<file path="src/rtl/maze_port_arbiter_if.sv">
`default_nettype none
// ============================================================================
// Module      : maze_port_arbiter_if
// Description : Bundles the requester side (req / coordinates / grant /
//               response) and the maze ROM port of maze_port_arbiter.
//               Port summary:
//                 req[NREQ], req_x[NREQ*X_W], req_y[NREQ*Y_W]  requester -> arb
//                 gnt[NREQ], rsp_valid[NREQ], rsp_data[DATA_W] arb -> requester
//                 rom_en, rom_x[X_W], rom_y[Y_W]               arb -> ROM
//                 rom_data[DATA_W]                             ROM -> arb
//               modport slave  : the arbiter's view
//               modport master : the environment (requesters + ROM) view
// Revision    : 1.0 - initial release
// ============================================================================
interface maze_port_arbiter_if #(
   parameter int NREQ   = 4,
   parameter int X_W    = 10,
   parameter int Y_W    = 10,
   parameter int DATA_W = 4
);
   logic [NREQ-1:0]     req;
   logic [NREQ*X_W-1:0] req_x;
   logic [NREQ*Y_W-1:0] req_y;
   logic [NREQ-1:0]     gnt;
   logic [NREQ-1:0]     rsp_valid;
   logic [DATA_W-1:0]   rsp_data;
   logic                rom_en;
   logic [X_W-1:0]      rom_x;
   logic [Y_W-1:0]      rom_y;
   logic [DATA_W-1:0]   rom_data;

   modport slave (
      input  req, req_x, req_y, rom_data,
      output gnt, rsp_valid, rsp_data, rom_en, rom_x, rom_y
   );

   modport master (
      output req, req_x, req_y, rom_data,
      input  gnt, rsp_valid, rsp_data, rom_en, rom_x, rom_y
   );
endinterface

`default_nettype wire

</file>
<file path="src/rtl/maze_port_arbiter.sv">
`default_nettype none
// ============================================================================
// Module      : maze_port_arbiter
// Description : Shares the single-port maze ROM between the pacman movement
//               FSM (requester 0) and the ghost FSMs (requesters 1..NREQ-1).
//               One lookup is granted per cycle (round-robin), the ROM port
//               is driven from a registered issue stage, and the returned
//               exit nibble {left, up, right, down} is routed back to the
//               owner ROM_LAT+1 cycles after the grant. Out-of-range lookups
//               are granted but never touch the ROM and answer 0 (wall).
//               Ports:
//                 clk     : clock
//                 reset_n : asynchronous active-low reset
//                 bus     : maze_port_arbiter_if.slave (requests, grants,
//                           responses and the ROM port)
//               Optional build macro:
//                 MAZE_ARB_PAC_PRIORITY_EN - requester 0 gets strict priority,
//                 round-robin only among 1..NREQ-1.
//               NREQ must be at least 2.
// Revision    : 1.0 - initial release
// ============================================================================
module maze_port_arbiter #(
   parameter int NREQ    = 4,
   parameter int X_W     = 10,
   parameter int Y_W     = 10,
   parameter int XMAX    = 640,
   parameter int YMAX    = 480,
   parameter int DATA_W  = 4,
   parameter int ROM_LAT = 2
) (
   input wire logic           clk,
   input wire logic           reset_n,
   maze_port_arbiter_if.slave bus
);

   localparam int              c_ID_W    = (NREQ > 1) ? $clog2(NREQ) : 1;
   localparam int              c_DEPTH   = ROM_LAT + 1;
   localparam int              c_LAST_I  = NREQ - 1;
   localparam logic [c_ID_W-1:0] c_LAST  = c_LAST_I[c_ID_W-1:0];
   localparam logic [X_W:0]    c_XMAX    = XMAX[X_W:0];
   localparam logic [Y_W:0]    c_YMAX    = YMAX[Y_W:0];
   localparam logic [NREQ-1:0] c_ONE     = {{(NREQ-1){1'b0}}, 1'b1};

   // ---------------------------------------------------------------------
   // Registered state
   // ---------------------------------------------------------------------
   logic [NREQ-1:0]   r_gnt;
   logic [NREQ-1:0]   r_rsp_valid;
   logic [DATA_W-1:0] r_rsp_data;
   logic              r_rom_en;
   logic [X_W-1:0]    r_rom_x;
   logic [Y_W-1:0]    r_rom_y;
   logic [c_ID_W-1:0] r_ptr;

   // In-flight tags: stage s holds the lookup issued s cycles ago.
   logic              r_tag_vld [c_DEPTH];
   logic [c_ID_W-1:0] r_tag_id  [c_DEPTH];
   logic              r_tag_oob [c_DEPTH];

   // ---------------------------------------------------------------------
   // Arbitration
   // ---------------------------------------------------------------------
   logic [NREQ-1:0]   w_elig;
   logic              w_any;
   logic [c_ID_W-1:0] w_win;
   logic [c_ID_W-1:0] w_ptr_nxt;

   // A requester shown gnt this cycle is masked so a held req cannot be
   // granted on two consecutive cycles.
   assign w_elig = bus.req & ~r_gnt;

`ifdef MAZE_ARB_PAC_PRIORITY_EN
   // Pacman wins whenever eligible; ghosts rotate among themselves with the
   // pointer held in 1..NREQ-1 (ghost slot g is stored as g+1).
   localparam int                c_NG        = NREQ - 1;
   localparam logic [c_ID_W:0]   c_NG_W      = c_NG[c_ID_W:0];
   localparam int                c_PTR_RST_I = 1;
   localparam logic [c_ID_W-1:0] c_PTR_RST   = c_PTR_RST_I[c_ID_W-1:0];

   logic [2*c_NG-1:0] w_gdbl;
   logic [c_NG-1:0]   w_grot;
   logic [c_ID_W-1:0] w_gptr;
   logic [c_ID_W-1:0] w_goff;
   logic [c_ID_W:0]   w_gsum;
   logic              w_gany;

   always_comb begin
      w_gptr    = r_ptr - 1'b1;
      w_gdbl    = {w_elig[NREQ-1:1], w_elig[NREQ-1:1]};
      w_grot    = w_gdbl[w_gptr +: c_NG];
      w_gany    = 1'b0;
      w_goff    = '0;
      // Descending scan leaves the lowest rotated offset as the winner.
      for (int k = c_NG - 1; k >= 0; k--) begin
         if (w_grot[k]) begin
            w_gany = 1'b1;
            w_goff = c_ID_W'(k);
         end
      end
      w_gsum = {1'b0, w_gptr} + {1'b0, w_goff};
      if (w_gsum >= c_NG_W) begin
         w_gsum = w_gsum - c_NG_W;
      end

      w_any     = 1'b0;
      w_win     = '0;
      w_ptr_nxt = r_ptr;
      if (w_elig[0]) begin
         w_any = 1'b1;
      end else if (w_gany) begin
         w_any     = 1'b1;
         w_win     = w_gsum[c_ID_W-1:0] + 1'b1;
         w_ptr_nxt = (w_win == c_LAST) ? c_PTR_RST : w_win + 1'b1;
      end
   end
`else
   localparam logic [c_ID_W:0]   c_NREQ_W  = NREQ[c_ID_W:0];
   localparam logic [c_ID_W-1:0] c_PTR_RST = '0;

   logic [2*NREQ-1:0] w_dbl;
   logic [NREQ-1:0]   w_rot;
   logic [c_ID_W-1:0] w_off;
   logic [c_ID_W:0]   w_sum;

   // Rotate the eligible vector so bit 0 is the pointer position, pick the
   // lowest set bit, then rotate the offset back to an absolute index.
   always_comb begin
      w_dbl = {w_elig, w_elig};
      w_rot = w_dbl[r_ptr +: NREQ];
      w_any = 1'b0;
      w_off = '0;
      for (int k = NREQ - 1; k >= 0; k--) begin
         if (w_rot[k]) begin
            w_any = 1'b1;
            w_off = c_ID_W'(k);
         end
      end
      w_sum = {1'b0, r_ptr} + {1'b0, w_off};
      if (w_sum >= c_NREQ_W) begin
         w_sum = w_sum - c_NREQ_W;
      end
      w_win     = w_sum[c_ID_W-1:0];
      w_ptr_nxt = r_ptr;
      if (w_any) begin
         w_ptr_nxt = (w_win == c_LAST) ? '0 : w_win + 1'b1;
      end
   end
`endif

   // ---------------------------------------------------------------------
   // Winner's coordinates and range check
   // ---------------------------------------------------------------------
   logic [X_W-1:0]  w_win_x;
   logic [Y_W-1:0]  w_win_y;
   logic            w_win_oob;
   logic [NREQ-1:0] w_win_oh;

   assign w_win_x   = bus.req_x[int'(w_win) * X_W +: X_W];
   assign w_win_y   = bus.req_y[int'(w_win) * Y_W +: Y_W];
   assign w_win_oob = ({1'b0, w_win_x} >= c_XMAX) || ({1'b0, w_win_y} >= c_YMAX);
   assign w_win_oh  = c_ONE << w_win;

   // ---------------------------------------------------------------------
   // Issue stage, tag pipeline and response stage
   // ---------------------------------------------------------------------
   always_ff @(posedge clk or negedge reset_n) begin
      if (!reset_n) begin
         r_gnt       <= '0;
         r_rsp_valid <= '0;
         r_rsp_data  <= '0;
         r_rom_en    <= 1'b0;
         r_rom_x     <= '0;
         r_rom_y     <= '0;
         r_ptr       <= c_PTR_RST;
         for (int s = 0; s < c_DEPTH; s++) begin
            r_tag_vld[s] <= 1'b0;
            r_tag_id[s]  <= '0;
            r_tag_oob[s] <= 1'b0;
         end
      end else begin
         r_gnt    <= w_any ? w_win_oh : '0;
         r_rom_en <= w_any & ~w_win_oob;
         // An out-of-range lookup leaves the ROM address untouched.
         if (w_any && !w_win_oob) begin
            r_rom_x <= w_win_x;
            r_rom_y <= w_win_y;
         end
         r_ptr <= w_ptr_nxt;

         r_tag_vld[0] <= w_any;
         r_tag_id[0]  <= w_win;
         r_tag_oob[0] <= w_win_oob;
         for (int s = 1; s < c_DEPTH; s++) begin
            r_tag_vld[s] <= r_tag_vld[s-1];
            r_tag_id[s]  <= r_tag_id[s-1];
            r_tag_oob[s] <= r_tag_oob[s-1];
         end

         // The last tag stage lines up with rom_data for its own lookup.
         r_rsp_valid <= r_tag_vld[c_DEPTH-1] ? (c_ONE << r_tag_id[c_DEPTH-1]) : '0;
         r_rsp_data  <= (r_tag_vld[c_DEPTH-1] && !r_tag_oob[c_DEPTH-1]) ? bus.rom_data : '0;
      end
   end

   assign bus.gnt       = r_gnt;
   assign bus.rsp_valid = r_rsp_valid;
   assign bus.rsp_data  = r_rsp_data;
   assign bus.rom_en    = r_rom_en;
   assign bus.rom_x     = r_rom_x;
   assign bus.rom_y     = r_rom_y;

endmodule

`default_nettype wire

</file>
<file path="src/flat_wrapper.sv">
// flat-port wrapper written by rule: the top's interface ports become plain ports
module maze_port_arbiter_flat 
#(
   parameter int NREQ    = 4,
   parameter int X_W     = 10,
   parameter int Y_W     = 10,
   parameter int XMAX    = 640,
   parameter int YMAX    = 480,
   parameter int DATA_W  = 4,
   parameter int ROM_LAT = 2
)
  (clk, reset_n, bus_req, bus_req_x, bus_req_y, bus_rom_data, bus_gnt, bus_rsp_valid, bus_rsp_data, bus_rom_en, bus_rom_x, bus_rom_y);
  maze_port_arbiter_if #(.NREQ(NREQ), .X_W(X_W), .Y_W(Y_W), .DATA_W(DATA_W)) bus_i ();
  input wire logic clk;
  input wire logic reset_n;
  input wire logic [$bits(bus_i.req)-1:0] bus_req;
  input wire logic [$bits(bus_i.req_x)-1:0] bus_req_x;
  input wire logic [$bits(bus_i.req_y)-1:0] bus_req_y;
  input wire logic [$bits(bus_i.rom_data)-1:0] bus_rom_data;
  output wire logic [$bits(bus_i.gnt)-1:0] bus_gnt;
  output wire logic [$bits(bus_i.rsp_valid)-1:0] bus_rsp_valid;
  output wire logic [$bits(bus_i.rsp_data)-1:0] bus_rsp_data;
  output wire logic [$bits(bus_i.rom_en)-1:0] bus_rom_en;
  output wire logic [$bits(bus_i.rom_x)-1:0] bus_rom_x;
  output wire logic [$bits(bus_i.rom_y)-1:0] bus_rom_y;
  assign bus_i.req = bus_req;
  assign bus_i.req_x = bus_req_x;
  assign bus_i.req_y = bus_req_y;
  assign bus_i.rom_data = bus_rom_data;
  assign bus_gnt = bus_i.gnt;
  assign bus_rsp_valid = bus_i.rsp_valid;
  assign bus_rsp_data = bus_i.rsp_data;
  assign bus_rom_en = bus_i.rom_en;
  assign bus_rom_x = bus_i.rom_x;
  assign bus_rom_y = bus_i.rom_y;
  maze_port_arbiter #(.NREQ(NREQ), .X_W(X_W), .Y_W(Y_W), .XMAX(XMAX), .YMAX(YMAX), .DATA_W(DATA_W), .ROM_LAT(ROM_LAT)) u_core (.clk(clk), .reset_n(reset_n), .bus(bus_i));
endmodule
</file>
<file path="config.mk">
export PLATFORM = sky130hd
export DESIGN_NAME = maze_port_arbiter_flat
export DESIGN_NICKNAME = d
export VERILOG_FILES = /design/src/rtl/maze_port_arbiter_if.sv /design/src/rtl/maze_port_arbiter.sv /design/src/flat_wrapper.sv
export SDC_FILE = /design/constraint.sdc
export NUM_CORES = 1
export LEC_CHECK = 0
export BUFFER_PORTS_ARGS = -buffer_cell sky130_fd_sc_hd__buf_2
export CORE_ASPECT_RATIO = 1.1
export CORE_MARGIN = 8
export CORE_UTILIZATION = 45
export CTS_CLUSTER_DIAMETER = 100
export DETAILED_ROUTE_END_ITERATION = 16
export HOLD_SLACK_MARGIN = 0.1
export PLACE_DENSITY = 0.84
export SLEW_MARGIN = 0
export SYNTH_ARGS = -nofsm -noshare
export SYNTH_HDL_FRONTEND = slang
export SYNTH_SLANG_ARGS = --single-unit
</file>
<file path="constraint.sdc">
create_clock -name clk -period 3.96 [get_ports clk]
set_input_delay 0.198 -clock clk [delete_from_list [all_inputs] [get_ports clk]]
set_output_delay 0.198 -clock clk [all_outputs]
set_load 0.005 [all_outputs]
</file>
Yosys cells after proc, flatten, opt, wreduce, memory -nomap -nowiden
Cells that the tools add are included.

Memories: 0. Bits in registers: 47. Latch bits: 0. Bits of input ports: 90. Logic and storage cells: 51. ROM bits: 0. Output and inout bits: 33. Memory bits (writable): 0.

$mul: 1. Bitwise operators: 4. Magnitude comparators: 3. Multiplexer cells: 13. Equality and inequality tests: 1. Divide/modulo/power cells: 0. Reductions and logical operators: 5. Shifts and indexed selects: 5. Add/subtract/negate cells: 3.

Operators with widths (number): $shiftx A40 B32 Y10 (2); $mux W2 (6); $mux W4 (3); $ge A10 B10 Y1 const B (1); $ge A10 B9 Y1 const B (1); $shiftx A8 B3 Y4 (1); $shl A1 B2 Y4 const A (2); $mul A2 B3 Y5 const B (1); $and A4 B4 Y4 (1); $mux W1 (4); $not A4 Y4 (1); $add A2 B2 Y3 (1); $ge A3 B3 Y1 const B (1); $add A2 B1 Y2 const B (1); $eq A2 B2 Y1 const B (1); $logic_and A1 B1 Y1 (2); $logic_not A1 Y1 (2); $sub A2 B1 Y2 const B (1); $and A1 B1 Y1 (1); $logic_or A1 B1 Y1 (1); $not A1 Y1 (1).

Logic depth before layout (Yosys ltp)
Gate-level depths: netlist (run 1).

Depth after elaboration: 16. Mapped depth: 15. Gate-level depth less buffers: 12.

Worst setup path after synthesis (run 1)
OpenSTA, ideal clock, no wires.

Path kind: flip-flop to flip-flop. From: register u_core.r_ptr[0]. To: register u_core.r_rom_y[2], in the netlist u_core.bus.rom_y[2]. Setup slack: 0.348 ns. Library setup time: 0.125 ns. Cell stages (with the launch flop): 13. Buffers on the path: 4. Data required time: 3.835 ns. Period minus slack after synthesis: 3.612 ns. Data arrival time: 3.487 ns. Cell sequence: dfrtp_1 > buf_6 > nand3b_1 > o21ai_0 > nand2b_1 > a22oi_1 > o2bb2ai_1 > ha_1 > clkbuf_1 > buf_1 > clkbuf_1 > mux4_2 > mux2_4.

Word-level cells in the longest chain between the ends: 14. Elaborated cells between the ends (all ways): 21. Those cells by class: add/sub: 2; mul: 1; order compare: 3; shift: 3; mux: 9; reduce/logical: 3.

RTL lines: from (decl) (RTL line maze_port_arbiter.sv:53) `logic [c_ID_W-1:0] r_ptr;`; from (signal assigned) (RTL line maze_port_arbiter.sv:174) `r_ptr <= c_PTR_RST;`; from (signal assigned) (RTL line maze_port_arbiter.sv:188) `r_ptr <= w_ptr_nxt;`; $shiftx A8 B3 Y4 (RTL line maze_port_arbiter.sv:129) `w_rot = w_dbl[r_ptr +: NREQ];`; $mux W2 (4 in a row) (RTL line maze_port_arbiter.sv:133) `if (w_rot[k]) begin`; $add A2 B2 Y3 * (RTL line maze_port_arbiter.sv:138) `w_sum = {1'b0, r_ptr} + {1'b0, w_off};`; $ge A3 B3 Y1 / $sub A2 B1 Y2 (equally long branches) (RTL line maze_port_arbiter.sv:139, maze_port_arbiter.sv:140); $mux W2 * (RTL line maze_port_arbiter.sv:139) `if (w_sum >= c_NREQ_W) begin`; net u_core.w_sum[0] (RTL line maze_port_arbiter.sv:123) `logic [c_ID_W:0] w_sum;`; $mul A2 B3 Y5 * (RTL line maze_port_arbiter.sv:158, maze_port_arbiter.sv:159); $shiftx A40 B32 Y10, on equally long branches (RTL line maze_port_arbiter.sv:158, maze_port_arbiter.sv:159); $ge A10 B10 Y1 / $ge A10 B9 Y1 (equally long branches) (RTL line maze_port_arbiter.sv:160) `assign w_win_oob = ({1'b0, w_win_x} >= c_XMAX) || ({1'b0, w_win_y} >= c_YMAX);`; $logic_or A1 B1 Y1 (RTL line maze_port_arbiter.sv:160); $logic_not A1 Y1 (RTL line maze_port_arbiter.sv:184) `if (w_any && !w_win_oob) begin`; $logic_and A1 B1 Y1 (RTL line maze_port_arbiter.sv:184); to (signal assigned) (RTL line maze_port_arbiter.sv:186) `r_rom_y <= w_win_y;`; to (decl) (RTL line maze_port_arbiter.sv:52) `logic [Y_W-1:0] r_rom_y;`.

The timed path passes the listed nets; every way through them passes the cells marked *. A chain may end at the register's enable or synchronous reset.

Worst setup path after layout (run 1)
From: register u_core.r_ptr[0]. To: register u_core.r_rom_x[3], in the netlist u_core.bus.rom_x[3].

Word-level cells in the longest chain between the ends: 14. Elaborated cells between the ends (all ways): 21. Those cells by class: add/sub: 2; mul: 1; order compare: 3; shift: 3; mux: 9; reduce/logical: 3.

RTL lines: $shiftx A8 B3 Y4 (RTL line maze_port_arbiter.sv:129); $mux W2 (4 in a row) (RTL line maze_port_arbiter.sv:133); $add A2 B2 Y3 (RTL line maze_port_arbiter.sv:138); $ge A3 B3 Y1 / $sub A2 B1 Y2 (equally long branches) (RTL line maze_port_arbiter.sv:139, maze_port_arbiter.sv:140); $mux W2 (RTL line maze_port_arbiter.sv:139); $mul A2 B3 Y5 (RTL line maze_port_arbiter.sv:158, maze_port_arbiter.sv:159); $shiftx A40 B32 Y10, on equally long branches (RTL line maze_port_arbiter.sv:158, maze_port_arbiter.sv:159); $ge A10 B10 Y1 / $ge A10 B9 Y1 (equally long branches) (RTL line maze_port_arbiter.sv:160); $logic_or A1 B1 Y1 (RTL line maze_port_arbiter.sv:160); $logic_not A1 Y1 (RTL line maze_port_arbiter.sv:184); $logic_and A1 B1 Y1 (RTL line maze_port_arbiter.sv:184); to (signal assigned) (RTL line maze_port_arbiter.sv:185) `r_rom_x <= w_win_x;`; to (decl) (RTL line maze_port_arbiter.sv:51) `logic [X_W-1:0] r_rom_x;`.

Parallel ways exist; a longest one is shown, timed or not.

==> key figures, run 1 <==
Critical path
  – Delay-heaviest family, CP: compound AO/OA/AOI/OAI gates
  – Critical path class: flip-flop to flip-flop
  – Slowest CP cell: a21o_1
  – CP arrival: 3.73 ns
  – FF-to-FF setup slack: 0.40 ns
  – Crit path max fanout: 18
  – Crit end category: flip-flop
  – Crit path launch type: flip-flop
  – Critical path depth: 11
  – Cells along the critical path: nand3b_1 > o21ai_0 > nand2b_1 > a22oi_1 > o2bb2ai_1 > ha_1 > xnor2_4 > mux2i_1 > a211o_1 > a21o_1 > mux2_2
  – Worst Path Buf+Inv: 0
  – Critical Path End: u_core.bus.rom_x[3]
  – Worst Reg-to-Reg Cells: 11
  – WP data required: 4.13 ns
  – Reg2reg start: u_core.r_ptr[0]
  – Max incr delay on CP: 0.63 ns
  – CP Launch Point: u_core.r_ptr[0]
  – RR Endpoint: u_core.bus.rom_x[3]

CTS
  – Setup bufs post-CTS: 0
  – H-tree depth: 2
  – Hold_buf cts: 0
  – Post-CTS sizing: 0
  – Worst-Skew Late Latency: 0.28 ns
  – CTS tree: built
  – CTS clk-pin slew, worst paths: 0.08 ns
  – Clock root buffer master: clkbuf_8
  – Clk buf depth: 2
  – TritonCTS sink count: 47
  – CTS buffer count: 5

GRT
  – Largest net degree at the start of global routing: 48
  – GR Util All Layers: 0.150
  – Initial antenna violation count: 0
  – Remaining Overflow, GRT: 0
  – First-pass GRT wire length: 9.48 mm
  – Vias in the first global route: 2,112

Timing
  – Fmax: 281 MHz
  – Fin crit period: 3.56 ns
  – Final setup viols: 0
  – Max Clock Skew: 0.00748 ns
  – Slew HR: 0.339
  – Fin. max-slew vios: 0
  – Slew @ Worst Pin: 0.992 ns
  – Unrepaired setup endpoints after global routing: no
  – Setup_tns: 0 ns
  – Period Utilization, post-route: 0.899
  – Final WS setup: 0.398 ns
  – Worst hold slack: 0.0795 ns
  – Hold Fails Final Rpt: 0

Layout
  – Final Util: 0.601
  – Share of layout cells above drive strength 1: 0.604
  – Layout Nets: 379
  – Antenna Diode Count: 0
  – P&R area growth vs syn: 31.6%

Synthesis
  – Number of synthesized flops with an enable pin: 0
  – Dominant cells by area after synthesis: dfrtp_1, mux4_2, mux2_4
  – #FFs+latches synth: 47
  – Adder-Cell Fraction of Synth Area: 0.0318
  – Cell Area, Synth: 2400 sq um
  – Compound-gate portion of the synthesized area: 0.0620
  – Yosys top cell area share: 0.490
  – YS warnings: 0
  – Synth area leader: dfrtp_1
  – Async set-or-reset flop fraction in the synthesized netlist: 1.00
  – Mux share of post-synthesis cell area: 0.291
  – Xor and xnor area share after synthesis: 0.0115
  – Post-synth cell types: 40
  – Mean post-synth cell area: 15.1 sq um
  – Register area share after synthesis: 0.490
  – Syn Nets: 254
  – Simple logic cell fraction of the synthesized area: 0.0839
  – Ys flop type: dfrtp_1
  – Largest family of logic cells by synthesized area: multiplexers
  – Mapped Cells: 159

Power
  – Worst VDD drop: 1080 uV
  – Lkg Pwr: 1.60 nW
  – Pwr dens: 1060 nW/um^2
  – Power Total: 0.00334 W

Job
  – Max Cap Viol: 0

Placed design
  – Pre-CTS WS: 0.397 ns
  – Gpl congestion: 0.841
  – IO Port Bufs: 122
  – Hpwl dp: 5.00 mm

Route
  – Via count: 1,801
  – Drt first pass iters: 4
  – Residual DRC: 0
  – Post-DR wirelength/cell: 16.9 microns
  – Iteration-0 DRC Markers: 42
  – DRT antenna net count: 0
  – Vias/cell: 5.22
  – Final WL: 5.84 mm

Floorplanning
  – Row count: 28
  – Effective utilization at floorplan: 0.457
  – Die area: 7930 sq um
  – Die W: 85.6 microns
  – Core area: 5260 sq um
  – Io pins: 123
  – Die height: 92.6 microns

Hold path
  – HP Class: input port to async pin

Status
  – Status: completed
where the power goes:
group          internal, W  switching, W
registers         0.000726      0.000117
clock network     0.000159      0.000142
logic              0.00127      0.000925
sequential cells by signal (all words and copies together) (netlist names):
signal / flops
u_core.r_tag_vld: 3
u_core.bus.rsp_data: 4
u_core.r_tag_oob: 3
u_core.bus.rom_x: 10
u_core.bus.rom_y: 10
u_core.bus.gnt: 4
u_core.bus.rom_en: 1
u_core.r_tag_id: 6
u_core.r_ptr: 2
u_core.bus.rsp_valid: 4
cell usage after synthesis, types with 2 or more instances:
cell	count
a211o_1	2
a41oi_1	4
and2_1	9
buf_1	2
buf_6	2
clkbuf_1	2
dfrtp_1	47
ha_1	5
inv_1	4
mux2_2	8
mux2_4	8
mux2i_1	6
mux4_2	19
nand2_1	6
nand2b_1	4
nor2_1	6
nor2b_1	2
cell type report:
cell class	instances	area (sq um)
inverter	4	15.0
sequential	47	1180
fill	440	2100
tap	60	75.1
multi-input combinational	100	1150
timing repair buffer	126	641
clock buffer	8	100
cells by family after synthesis:
group / count (synthesis)
mux: 41
simple gates: 34
buf+inv: 12
flops: 47
xor+xnor: 1
fa+ha+maj: 6
compound gates: 18
worst min path at each step:
stage,end,cells past startpoint
floorplan,u_core.bus.gnt[0],0
global placement,u_core.r_tag_id[1],0
detailed placement,u_core.r_tag_id[1],0
CTS,u_core.r_tag_vld[1],1
global route,u_core.bus.rsp_data[1],2
finish,u_core.bus.rsp_data[1],1
stage by stage:
step | std cells | cell area (sq um)
finish | 345 | 3160
global route | 345 | 3160
CTS | 345 | 3160
detailed placement | 337 | 3060
global placement | 337 | 3060
floorplan | 159 | 2400
per-layer routing:
layer  track usage  routed length [microns]
met2         0.261                     3080
met1         0.161                     2260
met4        0.0541                       70
met3        0.0576                      431
met5             0                        0
layout by cell type, fill, tap and decap left out, types with 2 or more instances in the layout:
cell | Yosys | layout
buf_4 | 0 | 4
buf_2 | 1 | 122
mux4_2 | 19 | 19
a211o_1 | 2 | 2
a41oi_1 | 4 | 4
clkbuf_8 | 0 | 7
mux2i_1 | 6 | 6
nand2_1 | 6 | 6
nor2b_1 | 2 | 2
and2_1 | 9 | 9
mux2_2 | 8 | 8
inv_1 | 4 | 4
dfrtp_1 | 47 | 47
ha_1 | 5 | 5
mux2_4 | 8 | 8
nor2_1 | 6 | 6
nand2b_1 | 4 | 4
Note: power is estimated with default switching activity, not from simulation.
==> run 2: changes to the inputs <==
CORE_UTILIZATION = 41   (was 45)
PLACE_DENSITY = 0.81   (was 0.84)
clock period = 2.9 ns   (was 3.96 ns; I/O delays follow)
==> key figures, run 2 (synthesized netlist as in run 1, its figures left out) <==
Floorplanning
  – Die height: 96.3 microns (+3.9%)
  – Die W: 89.0 microns (+3.9%)
  – Core area: 5730 sq um (+9.1%)
  – Row count: 29 (+3.6%)
  – Io pins: 123 (unchanged)
  – Effective utilization at floorplan: 0.419 (-0.0381)
  – Die area: 8560 sq um (+8.0%)

Hold path
  – Hold Crit Depth: 3
  – Endpoint, Worst Hold: u_core.bus.rom_y[0]
  – HP Class: input port to flip-flop
  – Hold_sp: bus_req_y[20]

Timing
  – Slew HR: 0.314 (-0.0253)
  – Unrepaired setup endpoints after global routing: yes
  – Fin. max-slew vios: 0 (unchanged)
  – Final WS setup: -0.135 ns (-0.533 ns)
  – Fmax: 330 MHz (+17%)
  – Period Utilization, post-route: 1.05 (+0.147)
  – Fin crit period: 3.03 ns (-0.527 ns)
  – Slew @ Worst Pin: 1.03 ns (+0.0380 ns)
  – Worst hold slack: 0.281 ns (+0.202 ns)
  – Final setup viols: 16 (+16)
  – Max Clock Skew: 0.00540 ns (-0.00209 ns)
  – Hold Fails Final Rpt: 0 (unchanged)

Critical path
  – Reg2reg start: u_core.r_ptr[0]
  – CP arrival: 3.22 ns (-0.51 ns)
  – Worst Reg-to-Reg Cells: 11 (unchanged)
  – Critical path class: flip-flop to flip-flop
  – Crit end category: flip-flop
  – CP Launch Point: u_core.r_ptr[0]
  – Crit path max fanout: 18 (unchanged)
  – FF-to-FF setup slack: -0.13 ns (-0.53 ns)
  – WP data required: 3.08 ns (-1.05 ns)
  – RR Endpoint: u_core.bus.rom_y[2]
  – Crit path launch type: flip-flop

CTS
  – CTS clk-pin slew, worst paths: 0.09 ns (about the same)
  – CTS tree: built
  – TritonCTS sink count: 47 (unchanged)
  – H-tree depth: 2 (unchanged)
  – Clock root buffer master: clkbuf_8
  – Clk buf depth: 2 (unchanged)
  – Worst-Skew Late Latency: 0.30 ns (+0.02 ns)
  – CTS buffer count: 5 (unchanged)

GRT
  – Initial antenna violation count: 0 (unchanged)
  – GR Util All Layers: 0.149 (-0.000237)
  – Vias in the first global route: 2,162 (+2.4%)
  – First-pass GRT wire length: 9.82 mm (+3.6%)
  – Remaining Overflow, GRT: 0 (unchanged)
  – Largest net degree at the start of global routing: 48 (unchanged)

Placed design
  – Placed cells: 369 (+9.5%)
  – IO Port Bufs: 122 (unchanged)
  – Gpl congestion: 0.769 (-8.6%)
  – Hpwl dp: 5.28 mm (+5.6%)

Layout
  – Most frequent cells in the layout: buf_2, dfrtp_1, buf_4, mux4_2, and2_1
  – P&R area growth vs syn: 42.0%
  – Final Util: 0.595 (-0.00647)
  – Fillers: 488 (+11%)
  – Commonest non-fill, non-tap cell in the layout: buf_2
  – Post-Layout Cell Count: 385 (+12%)
  – Antenna Diode Count: 0 (unchanged)
  – Share of layout cells above drive strength 1: 0.636 (+0.0329)
  – Layout Nets: 402 (+6.1%)

Status
  – Status: finished with violations
  – Violated checks: negative setup slack

Route
  – Iteration-0 DRC Markers: 14 (-67%)
  – Residual DRC: 0 (unchanged)
  – Post-DR wirelength/cell: 16.8 microns (-0.63%)
  – Drt first pass iters: 4 (unchanged)
  – Final WL: 6.47 mm (+11%)
  – DRT antenna net count: 0 (unchanged)
  – Vias/cell: 4.96 (-5.0%)
  – Via count: 1,909 (+6.0%)

Power
  – Lkg Pwr: 1.72 nW (+7.4%)
  – Worst VDD drop: 1580 uV (+46%)
  – Power Total: 0.00507 W (+52%)
  – Pwr dens: 1490 nW/um^2 (+41%)

Job
  – Max Cap Viol: 0 (unchanged)
==> run 2: cell count changes in the layout (fill, tap and decap cells not counted), moves of 2 or more <==
cell / before / now
mux2i_1: 6 / 4
dlygate4sd3_1: 0 / 5
buf_4: 4 / 21
mux2i_2: 0 / 2
==> run 2: worst max-delay path: stages (launching register included) <==
cell and delay, ns:
dfrtp_2 0.48, nand3b_1 0.14, o21ai_1 0.10, nand2b_1 0.16, a22oi_1 0.14, o2bb2ai_1 0.09
ha_2 0.38, mux4_2 0.51, or2_1 0.26, a21o_1 0.19, buf_12 0.16, mux2_4 0.30
==> run 2: stage by stage <==
stage,worst slack [ns],TNS [ns],cell area (sq um)
finish,-0.135,-1.77,3410
global route,-0.263,-3.88,3410
CTS,-0.0877,-0.997,3390
detailed placement,-0.163,-2.27,3210
global placement,-0.0618,-0.721,3210
floorplan,-0.211,-2.08,2410
==> run 2: layer usage <==
| layer | vias to the layer above | track usage | routed length [microns] | part of all wire |
|---|---|---|---|---|
| li1 | 889 | - | - | - |
| met1 | 916 | 0.156 | 2340 | 0.36 |
| met2 | 88 | 0.265 | 3380 | 0.52 |
| met3 | 16 | 0.0547 | 590 | 0.091 |
| met4 | 0 | 0.0596 | 163 | 0.025 |
| met5 | - | 0 | 0 | 0 |
==> run 2: worst max path at each step <==
stage,slack (ns),to
floorplan,-0.21,u_core.bus.rom_y[1]
global placement,-0.06,u_core.bus.rom_x[1]
detailed placement,-0.16,u_core.bus.rom_x[6]
CTS,-0.09,u_core.bus.rom_y[2]
global route,-0.26,u_core.bus.rom_y[4]
finish,-0.13,u_core.bus.rom_y[2]
==> run 2: layout make-up <==
cell class              instances  area (sq um)  area share
clock inverters                 2          35.0      0.0103
multi-input cells             100          1160       0.342
inverters                       4          15.0     0.00440
well taps                      77          96.3      0.0283
flip-flops and latches         47          1180       0.345
repair buffers                149           838       0.246
clock buffers                   6          82.6      0.0242
==> run 2: report_power, final <==
group          internal, W  leakage (nW)  switching, W
Combinational      0.00207          1.09       0.00136
Sequential        0.000993         0.563      0.000155
Clock             0.000279        0.0612      0.000215
==> run 2: timing repair <==
action	4_1_cts	5_1_grt
endpoints found under the hold margin	51	0
setup buffers	1	2
pin swaps	2	2
resized for setup	2	3
endpoints found under the setup margin	16	19
hold buffers	5	0
